<file path="config.mk">
export PLATFORM = sky130hd
export DESIGN_NAME = sm3_msg_feeder_flat
export DESIGN_NICKNAME = d
export VERILOG_FILES = /design/src/rtl/sm3_msg_feeder_if.sv /design/src/rtl/sm3_msg_feeder.sv /design/src/flat_wrapper.sv
export SDC_FILE = /design/constraint.sdc
export NUM_CORES = 1
export LEC_CHECK = 0
export ABC_AREA = 0
export CAP_MARGIN = 15
export CORE_AREA = 5 5 236 238
export DETAILED_ROUTE_END_ITERATION = 8
export DIE_AREA = 0 0 241 243
export GPL_ROUTABILITY_DRIVEN = 0
export PLACE_DENSITY = 0.72
export SETUP_SLACK_MARGIN = 0.2
export SYNTH_ARGS = -nofsm -noshare
export SYNTH_HDL_FRONTEND = slang
export SYNTH_SLANG_ARGS = --single-unit
</file>
<file path="constraint.sdc">
create_clock -name clk -period 23.8 [get_ports clk]
set_input_delay 3.57 -clock clk [delete_from_list [all_inputs] [get_ports clk]]
set_output_delay 3.57 -clock clk [all_outputs]
set_load 0.02 [all_outputs]
</file>
<file path="src/rtl/sm3_msg_feeder_if.sv">
// Message beat handshake between the feeder and the SM3 core.
// The feeder drives data/enables/valid/last; the core answers with ready.
interface sm3_msg_feeder_if;
  logic [31:0] msg_otpt_d_o;
  logic [3:0]  msg_otpt_vld_byte_o;
  logic        msg_otpt_vld_o;
  logic        msg_otpt_lst_o;
  logic        msg_otpt_rdy_i;

  modport master (
    output msg_otpt_d_o,
    output msg_otpt_vld_byte_o,
    output msg_otpt_vld_o,
    output msg_otpt_lst_o,
    input  msg_otpt_rdy_i
  );

  modport slave (
    input  msg_otpt_d_o,
    input  msg_otpt_vld_byte_o,
    input  msg_otpt_vld_o,
    input  msg_otpt_lst_o,
    output msg_otpt_rdy_i
  );
endinterface

</file>
<file path="src/rtl/sm3_msg_feeder.sv">
// SM3 message feeder: word FIFO, length-driven beat streaming with
// last-beat byte enables, and a sticky digest holding register.
module sm3_msg_feeder #(
  parameter int FIFO_DEPTH = 8,
  parameter int LEN_W      = 16
) (
  input  logic                        clk,
  input  logic                        rst,
  input  logic                        start_i,
  input  logic [LEN_W-1:0]            msg_len_i,
  input  logic                        wr_en_i,
  input  logic [31:0]                 wr_data_i,
  output logic                        fifo_full_o,
  output logic [$clog2(FIFO_DEPTH):0] fifo_cnt_o,
  sm3_msg_feeder_if.master            m,
  input  logic [255:0]                res_inpt_i,
  input  logic                        res_inpt_vld_i,
  output logic [255:0]                res_o,
  output logic                        busy_o,
  output logic                        done_o,
  output logic                        err_o
);

  localparam int AW   = $clog2(FIFO_DEPTH);
  localparam int WL_W = LEN_W - 1;

  typedef enum logic [1:0] {
    S_IDLE,
    S_SEND,
    S_WAIT
  } state_t;

  state_t r_state;
  state_t w_state_nxt;

  logic [31:0]     r_mem [FIFO_DEPTH];
  logic [AW-1:0]   r_wp;
  logic [AW-1:0]   r_rp;
  logic [AW:0]     r_cnt;
  logic            w_full;
  logic            w_empty;
  logic            w_push;
  logic            w_pop;
  logic            w_ovf;

  logic [WL_W-1:0] r_words_left;
  logic [1:0]      r_tail;
  logic [LEN_W:0]  w_len_p3;
  logic [WL_W-1:0] w_words_init;

  logic            w_vld;
  logic            w_lst;
  logic            w_load;
  logic            w_zero_err;
  logic            w_capture;
  logic [3:0]      w_tail_be;
  logic [3:0]      w_be;

  logic [255:0]    r_res;
  logic            r_done;
  logic            r_err;

  assign w_full  = (r_cnt == (AW+1)'(FIFO_DEPTH));
  assign w_empty = (r_cnt == '0);
  assign w_push  = wr_en_i & ~w_full;
  // A push into a full FIFO is lost even if a pop frees a slot this cycle.
  assign w_ovf   = wr_en_i & w_full;
  assign w_pop   = w_vld & m.msg_otpt_rdy_i;

  assign w_len_p3     = {1'b0, msg_len_i} + (LEN_W+1)'(3);
  assign w_words_init = w_len_p3[LEN_W:2];

  always_ff @(posedge clk or posedge rst) begin
    if (rst) begin
      r_wp  <= '0;
      r_rp  <= '0;
      r_cnt <= '0;
      for (int i = 0; i < FIFO_DEPTH; i++) begin
        r_mem[i] <= '0;
      end
    end else begin
      if (w_push) begin
        r_mem[r_wp] <= wr_data_i;
        r_wp        <= r_wp + AW'(1);
      end
      if (w_pop) begin
        r_rp <= r_rp + AW'(1);
      end
      if (w_push && !w_pop) begin
        r_cnt <= r_cnt + (AW+1)'(1);
      end else if (!w_push && w_pop) begin
        r_cnt <= r_cnt - (AW+1)'(1);
      end
    end
  end

  always_ff @(posedge clk or posedge rst) begin
    if (rst) begin
      r_state <= S_IDLE;
    end else begin
      r_state <= w_state_nxt;
    end
  end

  always_comb begin
    w_state_nxt = r_state;
    w_vld       = 1'b0;
    w_lst       = 1'b0;
    w_load      = 1'b0;
    w_zero_err  = 1'b0;
    w_capture   = 1'b0;
    unique case (r_state)
      S_IDLE: begin
        if (start_i) begin
          if (msg_len_i != '0) begin
            w_load      = 1'b1;
            w_state_nxt = S_SEND;
          end else begin
            w_zero_err = 1'b1;
          end
        end
      end
      S_SEND: begin
        w_vld = ~w_empty;
        w_lst = w_vld & (r_words_left == WL_W'(1));
        if (w_lst && m.msg_otpt_rdy_i) begin
          w_state_nxt = S_WAIT;
        end
      end
      S_WAIT: begin
        if (res_inpt_vld_i) begin
          w_capture   = 1'b1;
          w_state_nxt = S_IDLE;
        end
      end
      default: begin
        w_state_nxt = S_IDLE;
      end
    endcase
  end

  always_comb begin
    w_tail_be = 4'b1111;
    unique case (r_tail)
      2'd1:    w_tail_be = 4'b1000;
      2'd2:    w_tail_be = 4'b1100;
      2'd3:    w_tail_be = 4'b1110;
      default: w_tail_be = 4'b1111;
    endcase
  end

  assign w_be = !w_vld ? 4'b0000 :
                w_lst  ? w_tail_be : 4'b1111;

  always_ff @(posedge clk or posedge rst) begin
    if (rst) begin
      r_words_left <= '0;
      r_tail       <= '0;
    end else if (w_load) begin
      r_words_left <= w_words_init;
      r_tail       <= msg_len_i[1:0];
    end else if (w_pop) begin
      r_words_left <= r_words_left - WL_W'(1);
    end
  end

  always_ff @(posedge clk or posedge rst) begin
    if (rst) begin
      r_res  <= '0;
      r_done <= 1'b0;
      r_err  <= 1'b0;
    end else begin
      if (w_capture) begin
        r_res <= res_inpt_i;
      end
      if (w_load) begin
        r_done <= 1'b0;
      end else if (w_capture) begin
        r_done <= 1'b1;
      end
      if (w_ovf || w_zero_err) begin
        r_err <= 1'b1;
      end else if (w_load) begin
        r_err <= 1'b0;
      end
    end
  end

  assign m.msg_otpt_d_o        = w_vld ? r_mem[r_rp] : 32'h0;
  assign m.msg_otpt_vld_byte_o = w_be;
  assign m.msg_otpt_vld_o      = w_vld;
  assign m.msg_otpt_lst_o      = w_lst;

  assign fifo_full_o = w_full;
  assign fifo_cnt_o  = r_cnt;
  assign res_o       = r_res;
  assign busy_o      = (r_state != S_IDLE);
  assign done_o      = r_done;
  assign err_o       = r_err;

endmodule
</file>
<file path="src/flat_wrapper.sv">
// flat-port wrapper written by rule: the top's interface ports become plain ports
module sm3_msg_feeder_flat 
#(
  parameter int FIFO_DEPTH = 8,
  parameter int LEN_W      = 16
)
  (clk, rst, start_i, msg_len_i, wr_en_i, wr_data_i, fifo_full_o, fifo_cnt_o, res_inpt_i, res_inpt_vld_i, res_o, busy_o, done_o, err_o, m_msg_otpt_d_o, m_msg_otpt_vld_byte_o, m_msg_otpt_vld_o, m_msg_otpt_lst_o, m_msg_otpt_rdy_i);
  sm3_msg_feeder_if m_i ();
  input  logic clk;
  input  logic rst;
  input  logic start_i;
  input  logic [LEN_W-1:0] msg_len_i;
  input  logic wr_en_i;
  input  logic [31:0] wr_data_i;
  output logic fifo_full_o;
  output logic [$clog2(FIFO_DEPTH):0] fifo_cnt_o;
  input  logic [255:0] res_inpt_i;
  input  logic res_inpt_vld_i;
  output logic [255:0] res_o;
  output logic busy_o;
  output logic done_o;
  output logic err_o;
  output wire logic [$bits(m_i.msg_otpt_d_o)-1:0] m_msg_otpt_d_o;
  output wire logic [$bits(m_i.msg_otpt_vld_byte_o)-1:0] m_msg_otpt_vld_byte_o;
  output wire logic [$bits(m_i.msg_otpt_vld_o)-1:0] m_msg_otpt_vld_o;
  output wire logic [$bits(m_i.msg_otpt_lst_o)-1:0] m_msg_otpt_lst_o;
  input wire logic [$bits(m_i.msg_otpt_rdy_i)-1:0] m_msg_otpt_rdy_i;
  assign m_msg_otpt_d_o = m_i.msg_otpt_d_o;
  assign m_msg_otpt_vld_byte_o = m_i.msg_otpt_vld_byte_o;
  assign m_msg_otpt_vld_o = m_i.msg_otpt_vld_o;
  assign m_msg_otpt_lst_o = m_i.msg_otpt_lst_o;
  assign m_i.msg_otpt_rdy_i = m_msg_otpt_rdy_i;
  sm3_msg_feeder #(.FIFO_DEPTH(FIFO_DEPTH), .LEN_W(LEN_W)) u_core (.clk(clk), .rst(rst), .start_i(start_i), .msg_len_i(msg_len_i), .wr_en_i(wr_en_i), .wr_data_i(wr_data_i), .fifo_full_o(fifo_full_o), .fifo_cnt_o(fifo_cnt_o), .m(m_i), .res_inpt_i(res_inpt_i), .res_inpt_vld_i(res_inpt_vld_i), .res_o(res_o), .busy_o(busy_o), .done_o(done_o), .err_o(err_o));
endmodule
</file>
==> run_results.csv <==
group,metric,value,unit
worst_setup_path,worstSetupPathType,"reg2out",
synthesis,async_flop_share,100,%
placement,dpl.hpwl,49100,um
grt,grt_use_total,22.8,%
pwr,ir_drop,0.0648,mV
floorplanning,die_y,243,um
timing,max_freq,0.136,GHz
drt,viasPerCell,5.29,
layout,area_growth,37.7,%
worst_setup_path,worstPathMaxFanout,43,
layout,regArea,13600,um2
drt,drt_wl_total,68300,um
pwr,finalPower,3.45,mW
synthesis,synth_compound_area_share,1.02,%
cts,cts_num_sinks,543,
synthesis,synth_ff_type,"dfrtp_1",
timing,finalSetupViolations,0,
synthesis,ys_top_cells_by_area,"dfrtp_1 59%, mux2_2 25%, mux4_2 6.3%, mux2i_1 1.6%, buf_2 1.0%",
cts,cts-resized-gates,0,
cts,cts_buffer_depth,3,
floorplanning,rows,85,
synthesis,synthesis.area,22900,um2
cts,clock-root-buffer,"clkbuf_16",
synthesis,synth-seq-cells,543,
timing,period_share,30.8,%
pwr,p_per_area,109,nW/um2
layout,final_common_cell,"clkdlybuf4s50_1",
synthesis,synth_top_area_share,59.3,%
grt,antenna_found_initial,14,
synthesis,synth_adder_area_share,0.578,%
drt,routedWlPerCell,24.3,um
timing,slew_headroom,16.8,%
timing,fin_skew,0.0255,ns
synthesis,syn-num-nets,1772,
layout,multi_input_area,8910,um2
cts,holdBufCountCts,0,
drt,via_count,14800,
grt,grt_overflow,0,
placement,io_buffers,611,
worst_setup_path,crit_arrival,3.77,ns
synthesis,ys_seq_area_share,59.3,%
outcome,status,"completed",
grt,grt_pass1_wl,102000,um
synthesis,ys_warn_count,0,
floorplanning,coreArea,53400,um2
layout,utilization,59.2,%
drt,dr.pass1.iters,5,
floorplanning,fp.dieArea,58600,um2
synthesis,synth_edf_count,0,
drt,drc_errors,0,
drt,met1Wirelength,28900,um
grt,grt_pass1_vias,16100,
cts,clk_latency,0.61,ns
layout,final_net_count,2381,
layout,n_fill_cell,4153,
cts,clk_pin_slew_worst_paths,0.06,ns
synthesis,yosysUniqueCellTypes,53,
timing,rsz0062_at_grt,"no",
cts,cts_buffers,57,
floorplanning,io_pins,612,
drt,routed.top_layer,"met5",
flow_run,maxCapViolations,0,
layout,final_cell_mix,"611 x clkdlybuf4s50_1, 540 x dfrtp_1, 515 x mux2_2",
worst_hold_path,worstHoldPathType,"reg2reg",
floorplanning,initial_utilization,43.0,%
cts,cts_tree,"done",
synthesis,synthXorXnorAreaFrac,1.11,%
timing,period_needed,7.34,ns
synthesis,synthMuxAreaShare,33.2,%
worst_setup_path,required,20.23,ns
synthesis,synth_top_family_by_area,"multiplexers",
worst_setup_path,critPathLaunchType,"flip-flop",
drt,wl_met2,32600,um
synthesis,yosys.area_share.simple,2.82,%
cts,cts_max_level,2,
grt,grt_max_degree,178,
drt,dr_wl_met3,4810,um
layout,drive_above_1_share,33.6,%
timing,final-hold-violation-count,0,
worst_setup_path,endpoint_kind,"output pin",
timing,worst_pin_slew,1.25,ns
drt,drtAntennaViolNets,0,
pwr,p_leak,14.0,nW
worst_hold_path,hold_depth,2,
worst_setup_path,r2r_cells,6,
floorplanning,die_w,241,um
timing,fin_setup_tns,0,ns
synthesis,syn_area_per_cell,15.8,um2
cts,postCtsSetupRepairBufs,0,
synthesis,syn_inst,1452,
drt,drt_iter0_markers,819,
timing,slew_viol_final,0,
synthesis,synth.largest_area_cell,"dfrtp_1",
area by class of cell:
cell class,count,area share [%]
diodes,9,0.0713
clock buffers,82,5.10
clock inverters,18,0.681
inverters,13,0.178
multi-input cells,813,28.2
flip-flops and latches,543,43.0
well taps,696,2.76
repair buffers,633,20.0
state kept, by name, summed over array words and instances, names as in the netlist:
register and cells:
u_core.r_words_left 15, u_core.fifo_cnt_o 4, u_core.done_o 1, u_core.err_o 1, u_core.res_o 256, u_core.r_rp 3, u_core.r_state 2, u_core.r_wp 3
u_core.r_mem 256, u_core.r_tail 2
through the flow:
| stage | setup WS [ns] | cells | hold WS (ns) | area (um2) |
|---|---|---|---|---|
| after global routing | 16.17 | 2805 | 0.499 | 31600 |
| after floorplan | 5.05 | 1452 | 0.474 | 22900 |
| after detailed placement | 16.86 | 2697 | 0.467 | 29700 |
| after global placement | 16.99 | 2697 | 0.470 | 29700 |
| after CTS | 16.34 | 2797 | 0.483 | 31500 |
| final | 16.46 | 2807 | 0.483 | 31600 |
routing by layer:
metal	GRT usage, %	vias to the layer above
met5	0	-
met4	7.38	2
met3	6.16	105
met2	35.9	493
met1	31.1	7754
li1	-	6495
synthesized netlist by cell type (2+ instances only):
master    number
or4_1          4
nor2_1        51
o211ai_1       2
nand2_1       21
buf_4          8
nor3_1         6
buf_1         11
dfrtp_1      543
xnor2_1       22
xor2_1         7
buf_6          2
a21oi_1        7
buf_2         48
o21ai_1        4
nor3b_2        2
or3_1          4
nand4_1        4
mux4_2        64
nand3_1        7
o311ai_0       2
o21ai_0        6
or4_4          3
nor4_1         8
a211oi_1       2
inv_1         13
mux2_2       515
nand4b_1       2
nand2b_1       3
mux2i_1       37
ha_1           9
clkbuf_1      13
path summary, 6_finish.rpt:
path,startpoint,end,slack (ns)
worst max-delay path,u_core.r_rp[0],m_msg_otpt_d_o[1],16.46
worst min-delay path,u_core.done_o,u_core.done_o,0.48
worst max register to register,u_core.fifo_cnt_o[0],u_core.r_mem[110],20.40
worst min register to register,u_core.done_o,u_core.done_o,0.48
max in group asynchronous,rst,u_core.r_rp[0],17.82
min in group asynchronous,rst,u_core.r_mem[234],3.44
worst max-delay path, stage by stage (launching register included):
cell	delay, ns
dfrtp_4	0.74
buf_4	0.81
mux4_2	0.60
mux2i_1	0.32
nor2_1	0.09
clkdlybuf4s50_1	0.57
cell families (layout without fill, tap and decap cells):
group                      after synthesis  in the layout
adders and majority gates               10             10
muxes                                  616            616
buffers and inverters                   96            746
and+or+nand+nor                        125            125
DFF                                    543            543
AOI/OAI and AO/OA                       33             33
other                                    0              9
xor gates and xnor gates                29             29
report_power, final:
group	switching [mW]	leakage, nW	internal (mW)
clock	0.371	0.897	0.502
sequential	0.160	6.93	1.19
combinational	0.546	6.13	0.683
total	1.08	14.0	2.37
Power figures use the tool's default switching activity.
